<file path="config.mk">
export PLATFORM = sky130hd
export DESIGN_NAME = bipolar_stream_gen
export DESIGN_NICKNAME = d
export VERILOG_FILES = /design/src/rtl/bipolar_stream_gen.sv
export SDC_FILE = /design/constraint.sdc
export NUM_CORES = 1
export LEC_CHECK = 0
export CELL_PAD_IN_SITES_DETAIL_PLACEMENT = 0
export CELL_PAD_IN_SITES_GLOBAL_PLACEMENT = 1
export CORE_MARGIN = 2
export CORE_UTILIZATION = 40
export CTS_CLUSTER_SIZE = 20
export DETAILED_ROUTE_END_ITERATION = 12
export GPL_TIMING_DRIVEN = 1
export PLACE_DENSITY = 0.88
export SLEW_MARGIN = 20
export SYNTH_ARGS = -nofsm -noshare
export SYNTH_HDL_FRONTEND = slang
export SYNTH_SLANG_ARGS = --single-unit
</file>
<file path="constraint.sdc">
create_clock -name clk -period 2.95 [get_ports clk]
set_clock_uncertainty 0.15 [all_clocks]
set_input_delay 0.4425 -clock clk [delete_from_list [all_inputs] [get_ports clk]]
set_output_delay 0.4425 -clock clk [all_outputs]
set_load 0.05 [all_outputs]
</file>
<file path="src/rtl/bipolar_stream_gen.sv">
// Encodes a signed WIDTH-bit value as a 2^WIDTH-bit bipolar unary stream.
// A bit-reversed position counter is the comparison source, so ones-count == offset exactly.
module bipolar_stream_gen #(
  parameter int WIDTH = 8
) (
  input  logic             clk,
  input  logic             rst_n,
  input  logic             clr,
  input  logic             in_valid,
  output logic             in_ready,
  input  logic [WIDTH-1:0] in_value,
  output logic             out_valid,
  input  logic             out_ready,
  output logic             out_bit,
  output logic             out_last
);

  typedef enum logic {IDLE, RUN} state_t;

  localparam logic [WIDTH-1:0] IDX_LAST = '1;

  state_t           state;
  logic [WIDTH-1:0] idx;
  logic [WIDTH-1:0] offset;
  logic [WIDTH-1:0] rng;
  logic [WIDTH-1:0] new_offset;
  logic             beat;
  logic             accept;

  always_comb begin
    rng = '0;
    for (int i = 0; i < WIDTH; i++) rng[i] = idx[WIDTH-1-i];
  end

  // Flipping the sign bit maps [-2^(W-1), 2^(W-1)) onto [0, 2^W).
  assign new_offset = {~in_value[WIDTH-1], in_value[WIDTH-2:0]};

  assign out_valid = (state == RUN);
  assign out_last  = out_valid && (idx == IDX_LAST);
  assign out_bit   = out_valid && (rng < offset);
  assign beat      = out_valid && out_ready;
  // clr blocks acceptance so in_ready never advertises a slot that will be dropped.
  assign in_ready  = !clr && ((state == IDLE) || (out_last && out_ready));
  assign accept    = in_valid && in_ready;

  always_ff @(posedge clk) begin
    if (!rst_n) begin
      state  <= IDLE;
      idx    <= '0;
      offset <= '0;
    end else if (clr) begin
      state <= IDLE;
      idx   <= '0;
    end else begin
      case (state)
        IDLE: begin
          if (accept) begin
            offset <= new_offset;
            idx    <= '0;
            state  <= RUN;
          end
        end
        RUN: begin
          if (beat) begin
            if (out_last) begin
              idx <= '0;
              if (accept) offset <= new_offset;
              else        state  <= IDLE;
            end else begin
              idx <= idx + 1'b1;
            end
          end
        end
        default: state <= IDLE;
      endcase
    end
  end

endmodule

</file>
After elaboration in Yosys (flattened, before gate mapping):

Index checks and enable logic that the tools add are counted.

* reductions and logical operators: 11
* mux-type cells: 12
* $add $sub $neg: 1
* bitwise operators: 4
* equal/unequal tests: 4
* $lt $le $gt $ge: 1

Operators by type and width (number)
* 8-bit two-way mux: 6
* 8-bit one-hot mux with 2 select lines: 2
* 8-bit by 1-bit adder with 8-bit output (second input constant): 1
* 8-bit equality test (second input constant): 1
* 8-bit less-than comparator: 1
* 1-bit logical AND: 6
* 2-bit != test (second input constant): 2
* 1-bit inverter: 4
* 1-bit two-way mux: 3
* 3-bit AND reduction: 1
* 2-bit by 1-bit != test with 1-bit output (second input constant): 1
* 1-bit one-hot mux with 2 select lines: 1
* 2-bit AND reduction: 1
* 2-bit OR reduction: 1
* 1-bit zero test: 1
* 1-bit logical OR: 1

* bits in registers: 17
* output and inout bits: 4

Logic depth before layout (Yosys ltp):

Gate-level depths: netlist of the first run.

* depth after elaboration: 10
* gate-level depth with buffers: 6

Worst setup path before layout of the first run:

OpenSTA, ideal clock, no wires.

* path type: flip-flop to output port
* from: reg idx[5]
* to: out out_bit
* arrival time: 1.938 ns
* setup slack: 0.420 ns
* stages on the path, launching flop included: 6
* path buffers: 0
* cells stage by stage: dfxtp_1 ha_1 a21oi_1 o21ai_0 a41o_1 a31oi_1

* cells in the longest elaborated chain, start to end: 2

Ends and longest elaborated chain
* start, declared: RTL line 23 `logic [WIDTH-1:0] idx;`
* start signal, assigned: RTL line 70 `idx <= idx + 1'b1;`
* 8-bit less-than comparator: RTL line 40 `assign out_bit = out_valid && (rng < offset);`
* 1-bit logical AND: RTL line 40
* end, declared: RTL line 14 `output logic out_bit,`

Every way passes these cells.

Final worst setup path of the first run:

Ends and elaborated chain as after synthesis.

==> results of run 1 <==
[power groups by stage]
| stage | Combinational (mW) | Sequential (mW) | Clock (mW) |
|---|---|---|---|
| 2_1_floorplan | 0.0417 | 0.246 | 0 |
| 6_report | 0.0788 | 0.239 | 0.128 |
| 5_1_grt | 0.0878 | 0.240 | 0.142 |
| 4_1_cts | 0.0795 | 0.239 | 0.131 |
| 3_3_place_gp | 0.0773 | 0.244 | 0 |
| 3_5_place_dp | 0.0791 | 0.244 | 0 |
[worst max path at each step]
stage	startpoint	to	slack, ns	cells after the start
2_1_floorplan	idx[5]	out_bit	0.42	5
3_3_place_gp	out_ready	in_ready	0.42	5
4_1_cts	idx[5]	out_bit	0.34	6
5_1_grt	idx[5]	out_bit	0.15	6
6_report	idx[5]	out_bit	0.35	6
3_5_place_dp	out_ready	in_ready	0.38	5
[flip-flops by register name (all words and copies together), names as in the netlist]
name / cells
idx: 8
out_valid: 1
offset: 8
[worst max-delay path, cell delays in order, from the launching register on]
cell	delay, ns
dfxtp_1	0.49
ha_1	0.30
a21oi_1	0.14
o21ai_0	0.13
a41o_1	0.26
a31oi_1	0.17
buf_4	0.22
[logic make-up (layout without fill, tap and decap cells)]
family,after synthesis,in the layout,synth area share
AND/OR/NAND/NOR,45,45,0.2319
adder cells (fa/ha/maj),8,8,0.1014
flip-flops,17,17,0.3447
buffers and inverters,13,32,0.05197
multiplexers,1,1,0.01141
AO/OA/AOI/OAI,39,39,0.2586
[layout by cell type (no fill, tap or decap), drive strengths merged]
master	count
o31ai	1
and4	1
mux2	1
inv	10
dfxtp	17
a311oi	1
a211oi	2
o211ai	1
o221ai	1
o31a	1
a21boi	1
o21ai	9
clkdlybuf4s50	13
nand4	1
a211o	1
nor3b	1
or2	2
nand2b	2
nor3	1
nand3	12
clkbuf	3
a21oi	13
or3	2
a32oi	1
a31oi	5
nand4b	1
a22oi	1
a41o	1
nand2	8
ha	8
clkinv	1
nor2b	2
buf	5
nor2	12
[routing by layer]
layer | track usage | up-vias
met5 | 0 | -
met3 | 0.02500 | 2
li1 | - | 489
met2 | 0.3354 | 14
met1 | 0.2479 | 450
met4 | 0.09402 | 0
[layout make-up]
cell class / instances / area, um2 / share of cell area
clock buffers: 3 / 22.52 / 0.01848
flip-flops and latches: 17 / 340.3 / 0.2793
multi-input cells: 93 / 595.6 / 0.4887
well taps: 30 / 37.54 / 0.03080
clock inverters: 1 / 5.005 / 0.004107
repair buffers: 18 / 180.2 / 0.1478
inverters: 10 / 37.54 / 0.03080
==> summary.txt, run 1 <==
Power
  • Peak VDD IR: 0.2637 mV
  • Power Total: 0.4457 mW
  • Clock network power share: 0.288
  • Total power per unit cell area: 365.7 nW/um2
  • Sequential power share: 0.535
  • Cell-internal power: about 0.32 mW
  • Comb power frac: 0.177
  • P_leak: 0.4398 nW
  • Switching pwr: 0.1229 mW
  • Sw frac: 0.2757

Placed design
  • Placer Congestion: 0.8318
  • Dpl cells: around 170
  • I/O Buffers: 16
  • Post-DP HPWL: 1764 um
  • Pre-CTS WS: 0.3787 ns
  • Placed instance area: 1191 um2

Critical path
  • Reg-to-Reg End: offset[7]
  • Endpoint type of the worst setup path: output port
  • R2r startpoint: idx[1]
  • CP Class: register to output port
  • Critical Path RT: 2.36 ns
  • Worst r2r path cells: 5
  • Worst setup SP type: register
  • Arr. time, crit path: 2.00 ns
  • Maximum fanout along the worst path: 8
  • Reg2Reg Setup Slack: 1.04 ns

Timing
  • Sum Neg Setup Slack: 0 ns
  • Final Hold Violating Endpoints: 0
  • Tmin final: 2.597 ns
  • Fin. max-slew vios: 0
  • Worst Max-Slew Pin Slew: slightly below 0.5 ns
  • Achievable Freq: 385.1 MHz
  • Worst hold margin: 0.3363 ns
  • Final WS setup: 0.3531 ns
  • Count of final setup violators: 0
  • Final period util: 0.8803
  • Unrepaired setup endpoints after global routing: no
  • Worst slew margin: 0.6692

Global routing
  • Vias in the first global route: 1013
  • Total GRT Usage: 0.1985
  • First-pass GRT wire length: 4298 um
  • Largest net degree at the start of global routing: 14
  • GRT overflow: 0
  • Initial antenna violation count: 0

Logic synthesis
  • Synth Cell Area: 987.2 um2
  • EDFF count, synth: 0
  • Post-Syn Nets: 144
  • Mapped Cells: between 100 and 150
  • Cell taking the most area after synthesis: dfxtp_1
  • Warnings from Yosys: 0
  • Top_reg_cell synth: dfxtp_1
  • Sequential area share after synthesis: 0.3447
  • Post-Syn Area per Cell: 8.026 um2
  • FF+latch count, synth: 17
  • Largest cells by area after synthesis: dfxtp_1, ha_1, a21oi_1, nand3_1, o21ai_0
  • Most common library cells after synthesis: dfxtp_1, a21oi_1, nand3_1, nor2_1, inv_1
  • Distinct cells, synth: 32
  • Yosys top cell area share: 0.3447
  • Ys async rst share: 0
  • Top-count cell post-synth: dfxtp_1

Layout
  • Post-route cell area: 1219 um2
  • Post-layout util: 0.5057
  • Fin nets: 164
  • Final Non-Filler Cells: 172
  • Ratio of cells with drive above 1 in the final layout: 0.1127
  • Area growth syn-to-layout: 23.45%
  • Antenna diodes: 0
  • Fillers: 234

Clock network
  • Clock tree buffer depth: 2
  • Setup repair bufs after CTS: 0
  • Clk sinks: 17
  • Worst-Skew Late Latency: 0.30 ns
  • Clk Tree Root Cell: clkbuf_4
  • Reg clk slew, reported paths: 0.11 ns
  • H-tree levels: 1
  • Resize count post-CTS: 0
  • Hold_buf cts: 0
  • CTS tree: done
  • Cts bufs inserted: 3

Hold path
  • Hold_sp: offset[5]
  • Worst min path class: register to register
  • Hold path endpoint: offset[5]
  • Hold Crit Depth: 2

Route
  • Metal-1 WL: 1050 um
  • Met2 Routed Length: 1129 um
  • Vias/cell: 5.552
  • Detailed Route WL: 2276 um
  • DRC: 0
  • Drt first-iter violations: 38
  • Routed wire per std cell: 13.23 um
  • Total iterations of the first detailed-routing run: 7
  • Met3 WL post-DR: 78 um
  • Max Used Layer: met4
  • DRT antenna net count: 0
  • Via count: 955

Floorplan
  • I/O pin cnt: 17
  • Starting Density: 0.4097
  • Die X: 53.68 um
  • FP Rows: 18
  • Die Span Y: ~54 um
  • Core ar.: between 2000 and 2500 um2
  • Die area: 2882 um2

Outcome
  • Status: complete, no violations

Job
  • Max Cap Viol: 0
Note: power is estimated with default switching activity, not from simulation.
==> inputs of run 2 (changes only) <==
--- a/config.mk
+++ b/config.mk
@@ -8,11 +8,11 @@
 export CELL_PAD_IN_SITES_DETAIL_PLACEMENT = 0
 export CELL_PAD_IN_SITES_GLOBAL_PLACEMENT = 1
 export CORE_MARGIN = 2
-export CORE_UTILIZATION = 40
+export CORE_UTILIZATION = 37
 export CTS_CLUSTER_SIZE = 20
 export DETAILED_ROUTE_END_ITERATION = 12
-export GPL_TIMING_DRIVEN = 1
-export PLACE_DENSITY = 0.88
+export GPL_TIMING_DRIVEN = 0
+export PLACE_DENSITY = 0.83
 export SLEW_MARGIN = 20
 export SYNTH_ARGS = -nofsm -noshare
 export SYNTH_HDL_FRONTEND = slang
==> constraint.sdc (replaced) <==
create_clock -name clk -period 2.8 [get_ports clk]
set_clock_uncertainty 0.15 [all_clocks]
set_input_delay 0.42 -clock clk [delete_from_list [all_inputs] [get_ports clk]]
set_output_delay 0.42 -clock clk [all_outputs]
set_load 0.05 [all_outputs]
==> run 2 against run 1 <==
Total power is 3.5% higher; cell area is 0.82% lower; sequential share of layout area rose by 0.33 points.
==> summary.txt, run 2 (synthesized netlist as in run 1, its figures left out) <==
Layout
  • Leading cell type in the layout, fill and taps excluded: dfxtp_1
  • Area growth syn-to-layout: 22.43%
  • Fillers: 272 (+16%)
  • Most frequent cells in the layout: dfxtp_1, a21oi_1, clkdlybuf4s50_1, nand3_1, nor2_1
  • Fin nets: 165 (+0.61%)
  • Post-layout util: 0.4835 (-0.02223)
  • Post-route cell area: 1209 um2 (-0.82%)
  • Ratio of cells with drive above 1 in the final layout: 0.1049 (-0.007781)
  • Antenna diodes: 0 (unchanged)

Floorplan
  • Core ar.: 2500 um2 (+3.7%)
  • Die Span Y: 55.66 um (+3.7%)
  • I/O pin cnt: 17 (unchanged)
  • Die area: 3097 um2 (+7.5%)
  • FP Rows: 18 (unchanged)
  • Starting Density: 0.3949 (-0.01476)
  • Die X: 55.66 um (+3.7%)

Power
  • Peak VDD IR: 0.2286 mV (-13%)
  • P_leak: 0.4320 nW (-1.8%)
  • Total power per unit cell area: 381.8 nW/um2 (+4.4%)
  • Power Total: 0.4614 mW (+3.5%)

Global routing
  • Total GRT Usage: 0.1592 (-0.03927)
  • Vias in the first global route: 948 (-6.4%)
  • Largest net degree at the start of global routing: 11 (-3)
  • First-pass GRT wire length: 4008 um (-6.7%)
  • Initial antenna violation count: 0 (unchanged)
  • GRT overflow: 0 (unchanged)

Clock network
  • Cts bufs inserted: 3 (unchanged)
  • Setup repair bufs after CTS: 0 (unchanged)
  • Clock tree buffer depth: 2 (unchanged)
  • Worst-Skew Late Latency: 0.28 ns (-0.02 ns)
  • Clk sinks: 17 (unchanged)
  • Clk Tree Root Cell: clkbuf_4
  • CTS tree: done
  • H-tree levels: 1 (unchanged)
  • Hold_buf cts: 0 (unchanged)
  • Reg clk slew, reported paths: 0.09 ns (-0.02 ns)

Outcome
  • Status: complete, no violations

Timing
  • Worst Max-Slew Pin Slew: 0.4930 ns (-0.001595 ns)
  • Final period util: 0.9659
  • Achievable Freq: 369.8 MHz
  • Unrepaired setup endpoints after global routing: no
  • Tmin final: 2.704 ns
  • Final WS setup: 0.09556 ns (-0.2576 ns)
  • Final Hold Violating Endpoints: 0 (unchanged)
  • Fin. max-slew vios: 0 (unchanged)
  • Count of final setup violators: 0 (unchanged)
  • Worst slew margin: 0.6703 (+0.001067)
  • Worst hold margin: 0.3316 ns (-0.004729 ns)

Placed design
  • I/O Buffers: 16 (unchanged)
  • Placed instance area: 1185 um2 (-0.52%)
  • Placer Congestion: 0.8069 (-3.0%)
  • Post-DP HPWL: 1715 um (-2.8%)
  • Pre-CTS WS: -0.2994 ns (-0.6780 ns)

Route
  • Vias/cell: 5.636 (+1.5%)
  • Total iterations of the first detailed-routing run: 4 (-3)
  • Detailed Route WL: 2273 um (-0.13%)
  • DRC: 0 (unchanged)
  • Drt first-iter violations: 20 (-47%)
  • Via count: 975 (+2.1%)
  • Routed wire per std cell: 13.14 um (-0.71%)
  • DRT antenna net count: 0 (unchanged)

Critical path
  • CP cell instances: clkdlybuf4s50_1 > inv_1 > o31a_2 > nor2_1 > clkdlybuf4s15_2
  • Worst path depth: 5 (-1)
  • Arr. time, crit path: 2.13 ns (+0.13 ns)
  • Endpoint type of the worst setup path: output port
  • Critical Path RT: 2.23 ns (-0.13 ns)
  • Critical-path top delay cell: clkdlybuf4s50_1
  • Worst setup SP type: primary input
  • Maximum fanout along the worst path: 9 (+1)
  • CP Class: primary input to output port
  • Slowest Stage Delay on Critical Path: 0.63 ns (+0.14 ns)
  • Worst Path Buf+Inv: 3 (+2)
  • Worst r2r path cells: 5 (unchanged)
  • Crit-path leading delay family: buffers and inverters

Hold path
  • Worst min path class: register to register
  • Hold Crit Depth: 2 (unchanged)

Job
  • Max Cap Viol: 0 (unchanged)
[run 2: power by group]
group          internal [mW]  switching (mW)
registers              0.248         0.00349
logic                 0.0354          0.0445
clock network         0.0553          0.0746
total                  0.339           0.123
[run 2: metal layers]
layer | up-vias | share of wire | track usage
li1 | 493 | - | -
met1 | 461 | 0.48 | 0.1989
met2 | 15 | 0.48 | 0.2653
met3 | 6 | 0.030 | 0.03256
met4 | 0 | 0.017 | 0.06620
met5 | - | 0 | 0
[run 2: through the flow]
stage	setup TNS, ns	std cells
6_report	0	173
3_5_place_dp	-0.3140	169
3_3_place_gp	-0.3060	169
5_1_grt	0	173
4_1_cts	-0.06664	173
2_1_floorplan	0	123
[run 2: timing repair]
action | 4_1_cts | 5_1_grt
resized for setup | 6 | 4
setup endpoints to repair | 3 | 2
endpoints found under the hold margin | 0 | 0
[run 2: worst paths after layout]
kind	start	end	slack, ns
max	out_ready	in_ready	0.1
min	offset[1]	offset[1]	0.33
max reg2reg	idx[0]	offset[7]	0.84
min reg2reg	offset[1]	offset[1]	0.33
[run 2: tightest hold or removal path, delay by kind of cell, from the launching register on]
family / cells / cell delay [ns]
compound gates: 2 / 0.12
flops: 1 / 0.32
[run 2: layout make-up]
| type | count | area (um2) | share of cell area |
|---|---|---|---|
| inverters | 10 | 37.54 | 0.03106 |
| multi-input cells | 93 | 595.6 | 0.4928 |
| clock buffers | 4 | 26.28 | 0.02174 |
| plain buffers | 3 | 13.76 | 0.01139 |
| well taps | 30 | 37.54 | 0.03106 |
| repair buffers | 16 | 156.4 | 0.1294 |
| flip-flops and latches | 17 | 341.6 | 0.2826 |
==> inputs of run 3 (changes only) <==
--- a/config.mk
+++ b/config.mk
@@ -7,7 +7,7 @@
 export LEC_CHECK = 0
 export CELL_PAD_IN_SITES_DETAIL_PLACEMENT = 0
 export CELL_PAD_IN_SITES_GLOBAL_PLACEMENT = 1
-export CORE_MARGIN = 2
+export CORE_MARGIN = 5
 export CORE_UTILIZATION = 37
 export CTS_CLUSTER_SIZE = 20
 export DETAILED_ROUTE_END_ITERATION = 12
==> run 3 against run 2 <==
Clock power barely moved; maximum frequency rose by 3.6%; total power fell by 0.16%; register-to-register slack improved by 0.04 ns; highest routed layer unchanged; die area rose by 23%.
==> summary.txt, run 3 (synthesized netlist as in run 1, its figures left out) <==
Timing
  • Final Hold Violating Endpoints: 0 (unchanged)
  • Worst slew margin: 0.6674 (-0.002882)
  • Worst Max-Slew Pin Slew: 0.4973 ns (+0.004310 ns)
  • Tmin final: 2.610 ns (-0.09478 ns)
  • Fin. max-slew vios: 0 (unchanged)
  • Count of final setup violators: 0 (unchanged)
  • Final period util: 0.9320 (-0.03385)
  • Achievable Freq: 383.2 MHz (+3.6%)
  • Unrepaired setup endpoints after global routing: no

Global routing
  • GRT overflow: 0 (unchanged)
  • First-pass GRT wire length: 3995 um (-0.32%)
  • Largest net degree at the start of global routing: 11 (unchanged)
  • Initial antenna violation count: 0 (unchanged)
  • Total GRT Usage: 0.1422 (-0.01698)
  • Vias in the first global route: 911 (-3.9%)

Layout
  • Post-route cell area: 1196 um2 (-1.0%)
  • Most frequent cells in the layout: dfxtp_1, a21oi_1, clkdlybuf4s50_1, nand3_1, nor2_1
  • Area growth syn-to-layout: 21.17%
  • Final Non-Filler Cells: 173 (unchanged)
  • Fillers: 264 (-2.9%)
  • Ratio of cells with drive above 1 in the final layout: 0.1049 (unchanged)
  • Post-layout util: 0.4742 (-0.009277)
  • Leading cell type in the layout, fill and taps excluded: dfxtp_1
  • Antenna diodes: 0 (unchanged)
  • Fin nets: 165 (unchanged)

Power
  • Power Total: 0.4607 mW (-0.16%)
  • Cell-internal power: 0.3382 mW (-0.19%)
  • Clock network power share: 0.283 (about the same)
  • Comb power frac: 0.170 (-0.003)
  • Peak VDD IR: 0.3085 mV (+35%)
  • Sw frac: 0.2658 (about the same)
  • P_leak: 0.4311 nW (-0.20%)
  • Switching pwr: 0.1225 mW (about the same)
  • Sequential power share: 0.546 (about the same)
  • Total power per unit cell area: 385.1 nW/um2 (+0.88%)

Floorplan
  • Core ar.: 2522 um2 (+0.90%)
  • Die Span Y: 61.66 um (+11%)
  • Die area: 3801 um2 (+23%)
  • I/O pin cnt: 17 (unchanged)
  • Starting Density: 0.3914 (-0.003526)
  • FP Rows: 18 (unchanged)
  • Die X: 61.66 um (+11%)

Route
  • DRT antenna net count: 0 (unchanged)
  • Detailed Route WL: 2310 um (+1.6%)
  • Via count: 946 (-3.0%)
  • DRC: 0 (unchanged)
  • Total iterations of the first detailed-routing run: 4 (unchanged)
  • Drt first-iter violations: 47 (+140%)
  • Routed wire per std cell: 13.35 um (+1.6%)
  • Vias/cell: 5.468 (-3.0%)

Job
  • Max Cap Viol: 0 (unchanged)

Clock network
  • CTS tree: done
  • Clk sinks: 17 (unchanged)
  • Reg clk slew, reported paths: 0.10 ns (about the same)
  • Hold_buf cts: 0 (unchanged)
  • Worst-Skew Late Latency: 0.29 ns (about the same)
  • Cts bufs inserted: 3 (unchanged)
  • Clock tree buffer depth: 2 (unchanged)
  • Clk Tree Root Cell: clkbuf_4
  • H-tree levels: 1 (unchanged)

Placed design
  • I/O Buffers: 16 (unchanged)
  • Placed instance area: 1185 um2 (unchanged)
  • Placer Congestion: 0.8216 (+1.8%)
  • Post-DP HPWL: 1792 um (+4.5%)
  • Dpl cells: 169 (unchanged)

Critical path
  • Critical Path RT: 2.23 ns (about the same)
  • CP Class: register to output port
  • Endpoint type of the worst setup path: output port
  • Worst Path Buf+Inv: 1 (-2)
  • Arr. time, crit path: 2.04 ns (-0.09 ns)
  • Critical-path top delay cell: dfxtp_1
  • Crit-path leading delay family: compound AO/OA/AOI/OAI gates
  • Maximum fanout along the worst path: 8 (-1)
  • CP cell instances: ha_1 > a21oi_1 > o21ai_0 > a41o_1 > a31oi_1 > clkbuf_2
  • Slowest Stage Delay on Critical Path: 0.48 ns (-0.15 ns)
  • Worst setup SP type: register

Hold path
  • Worst min path class: register to register

Outcome
  • Status: complete, no violations
==> run 3: cell types whose count changed in the layout (fill, tap and decap cells not counted), sizes merged <==
cell	change
clkdlybuf4s15	-2
clkbuf	+2
==> run 3: repair_timing <==
action                                  CTS  global route
pin swaps                                 0             0
buffers inserted                          0             0
cloned                                    0             0
gates resized for setup                   5             5
endpoints found under the setup margin    3             3
==> run 3: worst min-delay path, stage by stage (launching register included) <==
cell and delay, ns:
dfxtp_1 0.32, o21ai_0 0.06, a21oi_1 0.06
==> run 3: per-layer routing <==
| metal | GRT usage | share of wire | vias to the layer above |
|---|---|---|---|
| li1 | - | - | 489 |
| met1 | 0.1836 | 0.48 | 424 |
| met2 | 0.2242 | 0.45 | 31 |
| met3 | 0.04612 | 0.066 | 2 |
| met4 | 0.04545 | 0.012 | 0 |
| met5 | 0 | 0 | - |
==> run 3: cell type report <==
| cell class | instances | area (um2) | area share |
|---|---|---|---|
| multi-input combinational | 93 | 595.6 | 0.4979 |
| inverter | 10 | 37.54 | 0.03138 |
| tap | 30 | 37.54 | 0.03138 |
| buffer | 3 | 13.76 | 0.01151 |
| sequential | 17 | 340.3 | 0.2845 |
| clock buffer | 4 | 26.28 | 0.02197 |
| timing repair buffer | 16 | 145.1 | 0.1213 |
==> run 3: stage by stage <==
step                      setup slack, ns  setup TNS [ns]  hold WS [ns]
after floorplan                    0.2921               0        0.2989
after global placement            -0.2728         -0.2745        0.3129
after detailed placement          -0.2744         -0.3004        0.3133
after CTS                        -0.04743        -0.04743        0.3273
after global routing              0.04619               0        0.3424
final                              0.1903               0        0.3252
==> run 3: power by group through the flow <==
| stage | logic [mW] | clock network (mW) | registers (mW) |
|---|---|---|---|
| 2_1_floorplan | 0.0440 | 0 | 0.259 |
| 3_3_place_gp | 0.0784 | 0 | 0.257 |
| 3_5_place_dp | 0.0802 | 0 | 0.257 |
| 4_1_cts | 0.0798 | 0.136 | 0.252 |
| 5_1_grt | 0.0874 | 0.149 | 0.253 |
| 6_report | 0.0785 | 0.131 | 0.252 |
==> run 3: final timing paths <==
path	endpoint	startpoint	slack (ns)	depth (start not counted)
worst min-delay path	offset[0]	offset[0]	0.33	2
worst max-delay path	out_bit	idx[5]	0.19	6
worst max register to register	offset[7]	idx[0]	0.88	5
worst min register to register	offset[0]	offset[0]	0.33	2
